File: src/rtl/apu_sweep_bank.sv
// Multi-channel pulse sweep engine: owns each channel's timer period and sweep
// config, and steps one channel per clock after every half-frame tick.
module apu_sweep_bank #(
    parameter int                NUM_CH         = 2,
    parameter int                PERIOD_W       = 11,
    parameter logic [NUM_CH-1:0] ONES_COMP_MASK = 2'b01,
    localparam int               CH_W           = (NUM_CH > 1) ? $clog2(NUM_CH) : 1
) (
    input  logic                       clk,
    input  logic                       rst_n,
    input  logic                       halfframe,
    input  logic                       wr_en,
    input  logic [CH_W-1:0]            wr_ch,
    input  logic [1:0]                 wr_sel,
    input  logic [7:0]                 wr_data,
    output logic [NUM_CH*PERIOD_W-1:0] period_o,
    output logic [NUM_CH-1:0]          mute_o,
    output logic                       busy
);

    typedef enum logic [0:0] {ST_IDLE = 1'b0, ST_SCAN = 1'b1} state_t;

    localparam logic [CH_W-1:0]     LAST_IDX = CH_W'(NUM_CH - 1);
    localparam logic [CH_W-1:0]     ONE_IDX  = CH_W'(1);
    localparam logic [PERIOD_W-1:0] ONE_P    = PERIOD_W'(1);

    state_t              state_q, state_d;
    logic [CH_W-1:0]     idx_q, idx_d;
    logic                pending_q, pending_d;

    logic [PERIOD_W-1:0] period_q [NUM_CH];
    logic [PERIOD_W-1:0] period_d [NUM_CH];
    logic [2:0]          divp_q   [NUM_CH];
    logic [2:0]          divp_d   [NUM_CH];
    logic [2:0]          shift_q  [NUM_CH];
    logic [2:0]          shift_d  [NUM_CH];
    logic [2:0]          div_q    [NUM_CH];
    logic [2:0]          div_d    [NUM_CH];
    logic [NUM_CH-1:0]   en_q, en_d;
    logic [NUM_CH-1:0]   neg_q, neg_d;
    logic [NUM_CH-1:0]   reload_q, reload_d;

    logic [PERIOD_W-1:0] change   [NUM_CH];
    logic [PERIOD_W:0]   addend   [NUM_CH];
    logic [PERIOD_W:0]   sum      [NUM_CH];
    logic [PERIOD_W-1:0] target   [NUM_CH];
    logic [NUM_CH-1:0]   overflow;
    logic [NUM_CH-1:0]   mute;
    logic                scan_active;

    // Sweep target per channel; a negative sweep that underflows clamps to 0
    // rather than reporting overflow.
    always_comb begin
        overflow = '0;
        mute     = '0;
        for (int c = 0; c < NUM_CH; c++) begin
            change[c] = period_q[c] >> shift_q[c];
            if (!neg_q[c]) begin
                addend[c] = {1'b0, change[c]};
            end else if (ONES_COMP_MASK[c]) begin
                addend[c] = {1'b1, ~change[c]};
            end else begin
                addend[c] = {1'b1, ~change[c] + ONE_P};
            end
            sum[c] = {1'b0, period_q[c]} + addend[c];
            if (neg_q[c] && sum[c][PERIOD_W]) begin
                target[c]   = '0;
                overflow[c] = 1'b0;
            end else begin
                target[c]   = sum[c][PERIOD_W-1:0];
                overflow[c] = sum[c][PERIOD_W];
            end
            mute[c] = (period_q[c][PERIOD_W-1:3] == '0) | overflow[c];
        end
    end

    always_ff @(posedge clk or negedge rst_n) begin
        if (!rst_n) begin
            state_q   <= ST_IDLE;
            idx_q     <= '0;
            pending_q <= 1'b0;
        end else begin
            state_q   <= state_d;
            idx_q     <= idx_d;
            pending_q <= pending_d;
        end
    end

    // A tick during a scan is remembered once; the last channel either ends
    // the scan or starts the next one straight away.
    always_comb begin
        state_d   = state_q;
        idx_d     = idx_q;
        pending_d = pending_q;
        case (state_q)
            ST_IDLE: begin
                if (halfframe) begin
                    state_d   = ST_SCAN;
                    idx_d     = '0;
                    pending_d = 1'b0;
                end
            end
            ST_SCAN: begin
                if (idx_q == LAST_IDX) begin
                    if (pending_q || halfframe) begin
                        idx_d     = '0;
                        pending_d = 1'b0;
                    end else begin
                        state_d = ST_IDLE;
                    end
                end else begin
                    idx_d = idx_q + ONE_IDX;
                    if (halfframe) begin
                        pending_d = 1'b1;
                    end
                end
            end
            default: state_d = ST_IDLE;
        endcase
    end

    always_comb begin
        scan_active = (state_q == ST_SCAN);
        busy        = scan_active;
    end

    // Scan step first, CPU write second, so the write wins on a collision.
    always_comb begin
        en_d     = en_q;
        neg_d    = neg_q;
        reload_d = reload_q;
        for (int c = 0; c < NUM_CH; c++) begin
            period_d[c] = period_q[c];
            divp_d[c]   = divp_q[c];
            shift_d[c]  = shift_q[c];
            div_d[c]    = div_q[c];
            if (scan_active && (int'(idx_q) == c)) begin
                if ((div_q[c] == 3'd0) && en_q[c] && !mute[c] && (shift_q[c] != 3'd0)) begin
                    period_d[c] = target[c];
                end
                if ((div_q[c] == 3'd0) || reload_q[c]) begin
                    div_d[c]    = divp_q[c];
                    reload_d[c] = 1'b0;
                end else begin
                    div_d[c] = div_q[c] - 3'd1;
                end
            end
            if (wr_en && (int'(wr_ch) == c)) begin
                case (wr_sel)
                    2'd0: begin
                        en_d[c]     = wr_data[7];
                        divp_d[c]   = wr_data[6:4];
                        neg_d[c]    = wr_data[3];
                        shift_d[c]  = wr_data[2:0];
                        reload_d[c] = 1'b1;
                    end
                    2'd1: period_d[c][7:0] = wr_data;
                    2'd2: period_d[c][PERIOD_W-1:8] = wr_data[PERIOD_W-9:0];
                    default: ;
                endcase
            end
        end
    end

    always_ff @(posedge clk or negedge rst_n) begin
        if (!rst_n) begin
            en_q     <= '0;
            neg_q    <= '0;
            reload_q <= '0;
            for (int c = 0; c < NUM_CH; c++) begin
                period_q[c] <= '0;
                divp_q[c]   <= '0;
                shift_q[c]  <= '0;
                div_q[c]    <= '0;
            end
        end else begin
            en_q     <= en_d;
            neg_q    <= neg_d;
            reload_q <= reload_d;
            for (int c = 0; c < NUM_CH; c++) begin
                period_q[c] <= period_d[c];
                divp_q[c]   <= divp_d[c];
                shift_q[c]  <= shift_d[c];
                div_q[c]    <= div_d[c];
            end
        end
    end

    always_comb begin
        period_o = '0;
        for (int c = 0; c < NUM_CH; c++) begin
            period_o[c*PERIOD_W +: PERIOD_W] = period_q[c];
        end
        mute_o = mute;
    end

endmodule
File: config.mk
export PLATFORM = sky130hd
export DESIGN_NAME = apu_sweep_bank
export DESIGN_NICKNAME = d
export VERILOG_FILES = /design/src/rtl/apu_sweep_bank.sv
export SDC_FILE = /design/constraint.sdc
export NUM_CORES = 1
export LEC_CHECK = 0
export ABC_AREA = 1
export CORE_MARGIN = 8
export CORE_UTILIZATION = 55
export CTS_CLUSTER_DIAMETER = 150
export CTS_CLUSTER_SIZE = 14
export DETAILED_ROUTE_END_ITERATION = 10
export GPL_TIMING_DRIVEN = 0
export HOLD_SLACK_MARGIN = 0.12
export PLACE_DENSITY = 0.75
export SETUP_SLACK_MARGIN = 0.2
export SLEW_MARGIN = 20
export SYNTH_ARGS = -nofsm -noshare
export SYNTH_HDL_FRONTEND = slang
export SYNTH_SLANG_ARGS = --single-unit
File: constraint.sdc
create_clock -name clk -period 6.5 [get_ports clk]
set_input_delay 0.975 -clock clk [delete_from_list [all_inputs] [get_ports clk]]
set_output_delay 0.975 -clock clk [all_outputs]
set_load 0.02 [all_outputs]
==> summary.md, run 1 <==
| Metric | Value |
|---|---|
| Status | `complete, no violations` |
| Largest family of logic cells by synthesized area | `simple AND/OR/NAND/NOR gates` |
| Num CTS Buffers | `5` |
| Compound-Gate Fraction of Synth Area | `9.30%` |
| Syn_nets | `813` |
| DRT Wirelength | `between 10 and 15 mm` |
| Fill cells | `817` |
| Mux contribution to synthesized area | `around 1.1%` |
| Worst-Skew Late Latency | `~0.3 ns` |
| Htree depth | `2` |
| Post-Syn Instances | `slightly below 800` |
| Crit-path cells | `buf_6 > clkinv_1 > nand2_1 > o21ai_0 > inv_1 > nand2_2 > ha_1 > nand3_2 > inv_2 > nand2_1 > nand2_1 > nand3_1 > nand2_1 > ha_1 > nand2_1 > nor2_1 > nand3_1 > nand3_1 > nand2_2 > nand2_1 > clkdlybuf4s50_1` |
| Arrival time at the worst endpoint | `3.78 ns` |
| First-pass GRT wire length | `22.2 mm` |
| Final hold vios | `0` |
| Top delay family on crit path | `simple AND/OR/NAND/NOR gates` |
| FF-to-FF setup slack | `3.09 ns` |
| Placed Area | `between 0.005 and 0.006 mm2` |
| Worst slew pin tran | `0.557 ns` |
| Initial Util | `55.7%` |
| GRT Total Usage | `23.2%` |
| Pwr Density | `622 mW/mm2` |
| Register area share after synthesis | `25.7%` |
| Diodes inserted | `0` |
| Mapped cell area | `0.00476 mm2` |
| Async S/R FF share, synth | `100%` |
| Max-slew violations | `0` |
| Layout cells sized above 1 | `under 10%` |
| Drt wl/cell | `between 10 and 15 um` |
| FF+latch count, synth | `between 40 and 50` |
| Final TNS setup | `0 ns` |
| Fin crit share | `between 70% and 80%` |
| Hold Buf Count CTS | `0` |
| Final setup violation count | `0` |
| Yosys cell types | `39` |
| Initial antenna violation count | `0` |
| Die area | `0.0119 mm2` |
| Most frequent CP cell | `nand2_1` |
| Area of the core | `approximately 0.0086 mm2` |
| Clock buffer depth | `2` |
| CTS tree | `yes` |
| Via/cell ratio | `between 5 and 6` |
| Final Critical Period | `4.76 ns` |
| VDD IR max | `392 uV` |
| Initial drt markers | `229` |
| Crit path launch | `shift_q[2]` |
| Commonest non-fill, non-tap cell in the layout | `nand2_1` |
| Synth-to-Final Area Change | `13.2%` |
| Root Buffer | `clkbuf_8` |
| Crit-path slowest cell | `clkdlybuf4s50_1` |
| Ys Warns | `0` |
| DIE HEIGHT | `109 um` |
| Finished Cell Area | `~0.0054 mm2` |
| Post-DRT Antenna Nets | `0` |
| RR Startpoint | `shift_q[2]` |
| Post-Route Skew | `0.0151 ns` |
| Hold WC Path Type | `register to register` |
| Startpoint class of the critical path | `register` |
| Req. time, crit path | `5.52 ns` |
| Fmax | `210 MHz` |
| Final net count | `860` |
| Post-CTS sizing | `0` |
| Buf/Inv on CP | `5` |
| Largest net degree at the start of global routing | `27` |
| First drt pass iteration count | `5` |
| Leading cell types in the layout, fill and taps excluded | `nand2_1, nor2_1, inv_1` |
| Crit path max fanout | `10` |
| RSZ-0062 raised after global routing | `no` |
| Endpoint type of the worst setup path | `output pin` |
| Avg Cell Area, Syn | `about 6.2 um2` |
| Port bufs | `39` |
| Post-synthesis adder-cell area fraction | `7.93%` |
| Overall Power | `about 3400 uW` |
| Placer Congestion | `0.920` |
| Number of synthesized flops with an enable pin | `0` |
| WHS | `0.494 ns` |
| XOR/XNOR share of the synthesized area | `3.86%` |
| Congestion Overflow GR | `0` |
| Max incr delay on CP | `just over 0.6 ns` |
| Crit path depth | `21` |
| Ports | `40` |
| Sink Count | `slightly below 50` |
| Via Count | `4933` |
| Die Width | `109 um` |
| Hold depth | `2` |
| Post-DP HPWL | `approximately 11 mm` |
| Vias in the first global route | `4684` |
| Num rows | `34` |
| Leak | `0.00291 uW` |
| R2R depth | `24` |
| Area fraction in and, or, nand and nor cells after synthesis | `42.3%` |
| Post-CTS setup buffer count | `0` |
| # Max-Cap Violations | `0` |
| Slew margin rel. | `62.9%` |
| Clock Pin Slew Worst Setup and Hold Paths | `roughly 0.10 ns` |
| Crit Path Class | `register to output pin` |
| Min-delay src | `divp_q[2]` |
| Post-synth top flop | `dfrtp_1` |
| DRC | `0` |
-- flip-flops by register name, summed over array words and instances (netlist names), 2 cells and up --
name and flops:
divp_q 6, div_q 6, en_q 2, neg_q 2, reload_q 2, period_o 22, shift_q 6
-- path summary, 6_finish.rpt --
| kind | end |
|---|---|
| worst max-delay path | mute_o[1] |
| worst min-delay path | divp_q[2] |
| worst max register to register | period_o[17] |
| worst min register to register | divp_q[2] |
| max in group asynchronous | period_o[18] |
| min in group asynchronous | div_q[1] |
-- area by class of cell --
type	instances	area, um2	area share, %
Buffer	18	114	2.11
Clock buffer	6	72.6	1.35
Clock inverter	2	13.8	0.255
Inverter	94	353	6.55
Multi-Input combinational cell	608	3070	57.0
Sequential cell	49	1230	22.8
Tap cell	108	135	2.51
Timing Repair Buffer	40	405	7.52
-- per-layer routing --
metal	track usage [%]	vias up	routed length, um
li1	-	2527	-
met1	27.7	2276	5860
met2	42.5	104	6870
met3	1.95	26	457
met4	7.62	0	327
met5	0	-	0
-- cell families (layout without fill, tap and decap cells) --
kind of cell | count (synthesis) | count (layout)
AO/OA/AOI/OAI | 82 | 82
XOR/XNOR | 21 | 21
adder cells (fa/ha/maj) | 29 | 29
buffers and inverters | 112 | 160
flip-flops | 49 | 49
multiplexers | 5 | 5
AND/OR/NAND/NOR | 471 | 471
-- worst min-delay path, stage by stage (launching register included) --
cell,delay [ns]
dfrtp_1,0.35
nand2_1,0.05
o21ai_0,0.06
-- report_power, final --
| group | leakage (uW) | total (uW) | internal (uW) | switching (uW) |
|---|---|---|---|---|
| registers | 0.000578 | 613 | 423 | 190 |
| logic | 0.00229 | 2560 | 994 | 1560 |
| clock network | 0.0000456 | 180 | 76.9 | 103 |
-- Yosys cell counts, types with 4 or more instances --
| master | n | area, um2 |
|---|---|---|
| mux2i_1 | 5 | 50.1 |
| nand3b_1 | 5 | 37.5 |
| buf_4 | 6 | 45.0 |
| o21ai_0 | 46 | 230 |
| clkbuf_1 | 8 | 30.0 |
| nor4_1 | 4 | 25.0 |
| nand3_2 | 6 | 60.1 |
| inv_1 | 84 | 315 |
| nor2_1 | 116 | 435 |
| nand2_2 | 7 | 43.8 |
| xor2_1 | 15 | 131 |
| nand4_1 | 11 | 68.8 |
| xnor2_1 | 6 | 52.6 |
| a21oi_1 | 20 | 100 |
| nand2_1 | 256 | 961 |
| dfrtp_1 | 49 | 1230 |
| nand3_1 | 54 | 270 |
| or2_2 | 4 | 25.0 |
| o21ai_1 | 4 | 20.0 |
| inv_2 | 7 | 26.3 |
| ha_1 | 27 | 338 |
-- stage by stage --
| stage | util [%] | instances | setup slack [ns] |
|---|---|---|---|
| floorplan | - | 769 | 3.07 |
| global placement | 61.8 | 916 | 2.20 |
| detailed placement | 62.0 | 917 | 2.15 |
| CTS | 63.0 | 925 | 1.79 |
| global route | 63.0 | 925 | 1.44 |
| finish | 63.0 | 925 | 1.74 |
No activity file was read; power rests on OpenSTA's default activity.
==> inputs of run 2 (changes only) <==
clock period = 4.54 ns   (was 6.5 ns; I/O delays follow)
==> summary.md, run 2 (synthesized netlist as in run 1, its figures left out) <==
| Metric | Value |
|---|---|
| RSZ-0062 raised after global routing | `yes` |
| Fill cells | `816` |
| Num rows | `34` |
| Fmax | `244 MHz` |
| Fin crit share | `90.1%` |
| Final Critical Period | `4.09 ns` |
| Layout cells sized above 1 | `6.96%` |
| Largest net degree at the start of global routing | `27` |
| First drt pass iteration count | `5` |
| Post-Route Skew | `0.0180 ns` |
| GRT Total Usage | `a little under a quarter` |
| Startpoint class of the critical path | `register` |
| Port bufs | `39` |
| Post-DRT Antenna Nets | `0` |
| Vias in the first global route | `roughly 4700` |
| Diodes inserted | `0` |
| Via/cell ratio | `~5.3` |
| Htree depth | `2` |
| Slew margin rel. | `62.8%` |
| Crit Path Class | `register to output pin` |
| Num CTS Buffers | `5` |
| Commonest non-fill, non-tap cell in the layout | `nand2_1` |
| Max reg flops | `22` |
| VDD IR max | `559 uV` |
| Drt wl/cell | `14.6 um` |
| Root Buffer | `clkbuf_8` |
| Worst-Skew Late Latency | `0.31 ns` |
| DIE HEIGHT | `109 um` |
| Max-slew violations | `0` |
| CTS tree | `yes` |
| Clock buffer depth | `2` |
| Req. time, crit path | `3.86 ns` |
| Area of the multi-input gates | `0.00307 mm2` |
| Final setup violation count | `0` |
| Leading cell types in the layout, fill and taps excluded | `nand2_1, nor2_1, inv_1` |
| Pwr Density | `slightly below 900 mW/mm2` |
| Initial Util | `55.7%` |
| Post-DP HPWL | `approximately 11 mm` |
| Clock Pin Slew Worst Setup and Hold Paths | `about 0.10 ns` |
| Hold Buf Count CTS | `0` |
| Sink Count | `49` |
| Seq. cell area | `roughly 0.0012 mm2` |
| Arrival time at the worst endpoint | `3.41 ns` |
| WHS | `between 0.3 and 0.4 ns` |
| # Max-Cap Violations | `0` |
| Area of the core | `roughly 0.0086 mm2` |
| DRC | `0` |
| Endpoint type of the worst setup path | `output pin` |
| Die area | `around 0.012 mm2` |
| Worst slew pin tran | `0.558 ns` |
| Initial drt markers | `243` |
| Die Width | `about 110 um` |
| Crit path max fanout | `6` |
| Placer Congestion | `0.920` |
| Initial antenna violation count | `0` |
| Final hold vios | `0` |
| DRT Wirelength | `13.5 mm` |
| Ports | `40` |
| Final net count | `862` |
| Hold WC Path Type | `primary input to async pin` |
| Synth-to-Final Area Change | `13.7%` |
| Leak | `a little under 0.003 uW` |
| Status | `complete, no violations` |
| Final TNS setup | `0 ns` |
| First-pass GRT wire length | `22.2 mm` |
| Via Count | `approximately 4900` |
| Congestion Overflow GR | `0` |
[run 2: cell count changes in the layout (fill, tap and decap cells not counted), sizes merged]
| cell | change |
|---|---|
| buf | +2 |
| clkdlybuf4s50 | -2 |
| dlygate4sd2 | +1 |
| dlymetal6s2s | +1 |
[run 2: final cells by class]
| cell class | instances | share of cell area (%) |
|---|---|---|
| well taps | 108 | 2.50 |
| inverters | 94 | 6.54 |
| repair buffers | 42 | 7.79 |
| multi-input cells | 608 | 56.8 |
| plain buffers | 18 | 2.13 |
| clock buffers | 6 | 1.34 |
| clock inverters | 2 | 0.254 |
| flip-flops and latches | 49 | 22.7 |
[run 2: where the power goes]
part | switching (uW) | total [uW] | leakage, uW | internal (uW)
Sequential | 273 | 878 | 0.000578 | 606
Clock | 147 | 257 | 0.0000456 | 110
Combinational | 2240 | 3680 | 0.00232 | 1440
[run 2: metrics by stage]
stage | total power, uW | instances | area (um2) | setup slack [ns] | util, %
floorplan | 3520 | 769 | 4760 | 1.40 | -
global placement | 4430 | 916 | 5290 | 0.534 | 61.8
detailed placement | 4510 | 917 | 5300 | 0.479 | 62.0
CTS | 4780 | 925 | 5390 | 0.346 | 63.0
global route | 5350 | 927 | 5410 | 0.160 | 63.3
finish | 4820 | 927 | 5410 | 0.450 | 63.3
[run 2: metal layers]
layer / wire [um] / up-vias / share of wire [%] / GRT usage (%)
li1: - / 2536 / - / -
met1: 5840 / 2248 / 43 / 27.7
met2: 6830 / 120 / 51 / 42.5
met3: 498 / 23 / 3.7 / 1.95
met4: 331 / 0 / 2.5 / 7.62
met5: 0 / - / 0 / 0
[run 2: worst paths after layout]
check	from	to	slack, ns	cells past startpoint
max	period_o[17]	mute_o[1]	0.45	20
min	rst_n	div_q[1]	0.35	1
max reg2reg	shift_q[0]	period_o[17]	1.24	24
min reg2reg	divp_q[2]	divp_q[2]	0.49	2
max in group asynchronous	rst_n	period_o[18]	3.65	2
min in group clk	divp_q[2]	divp_q[2]	0.49	2
[run 2: worst max-delay path, cell delays in order (launching register included)]
cell and delay (ns):
dfrtp_1 0.56, nand2_1 0.13, nand3_1 0.11, nand2_1 0.08, nand2_1 0.07, nand3_1 0.12, ha_2 0.23, nand3_2 0.10
inv_2 0.04, nand2_1 0.08, nand2_1 0.05, nand3_1 0.07, nand2_1 0.08, ha_1 0.37, nand2_1 0.13, nor2_1 0.14
nand3_1 0.12, nand3_1 0.12, nand2_2 0.09, nand2_1 0.07, dlygate4sd2_1 0.34
[run 2: repair_timing]
item	CTS	global route
setup buffers	0	2
resized for setup	2	5
setup endpoints to repair	1	2
pin swaps	0	3
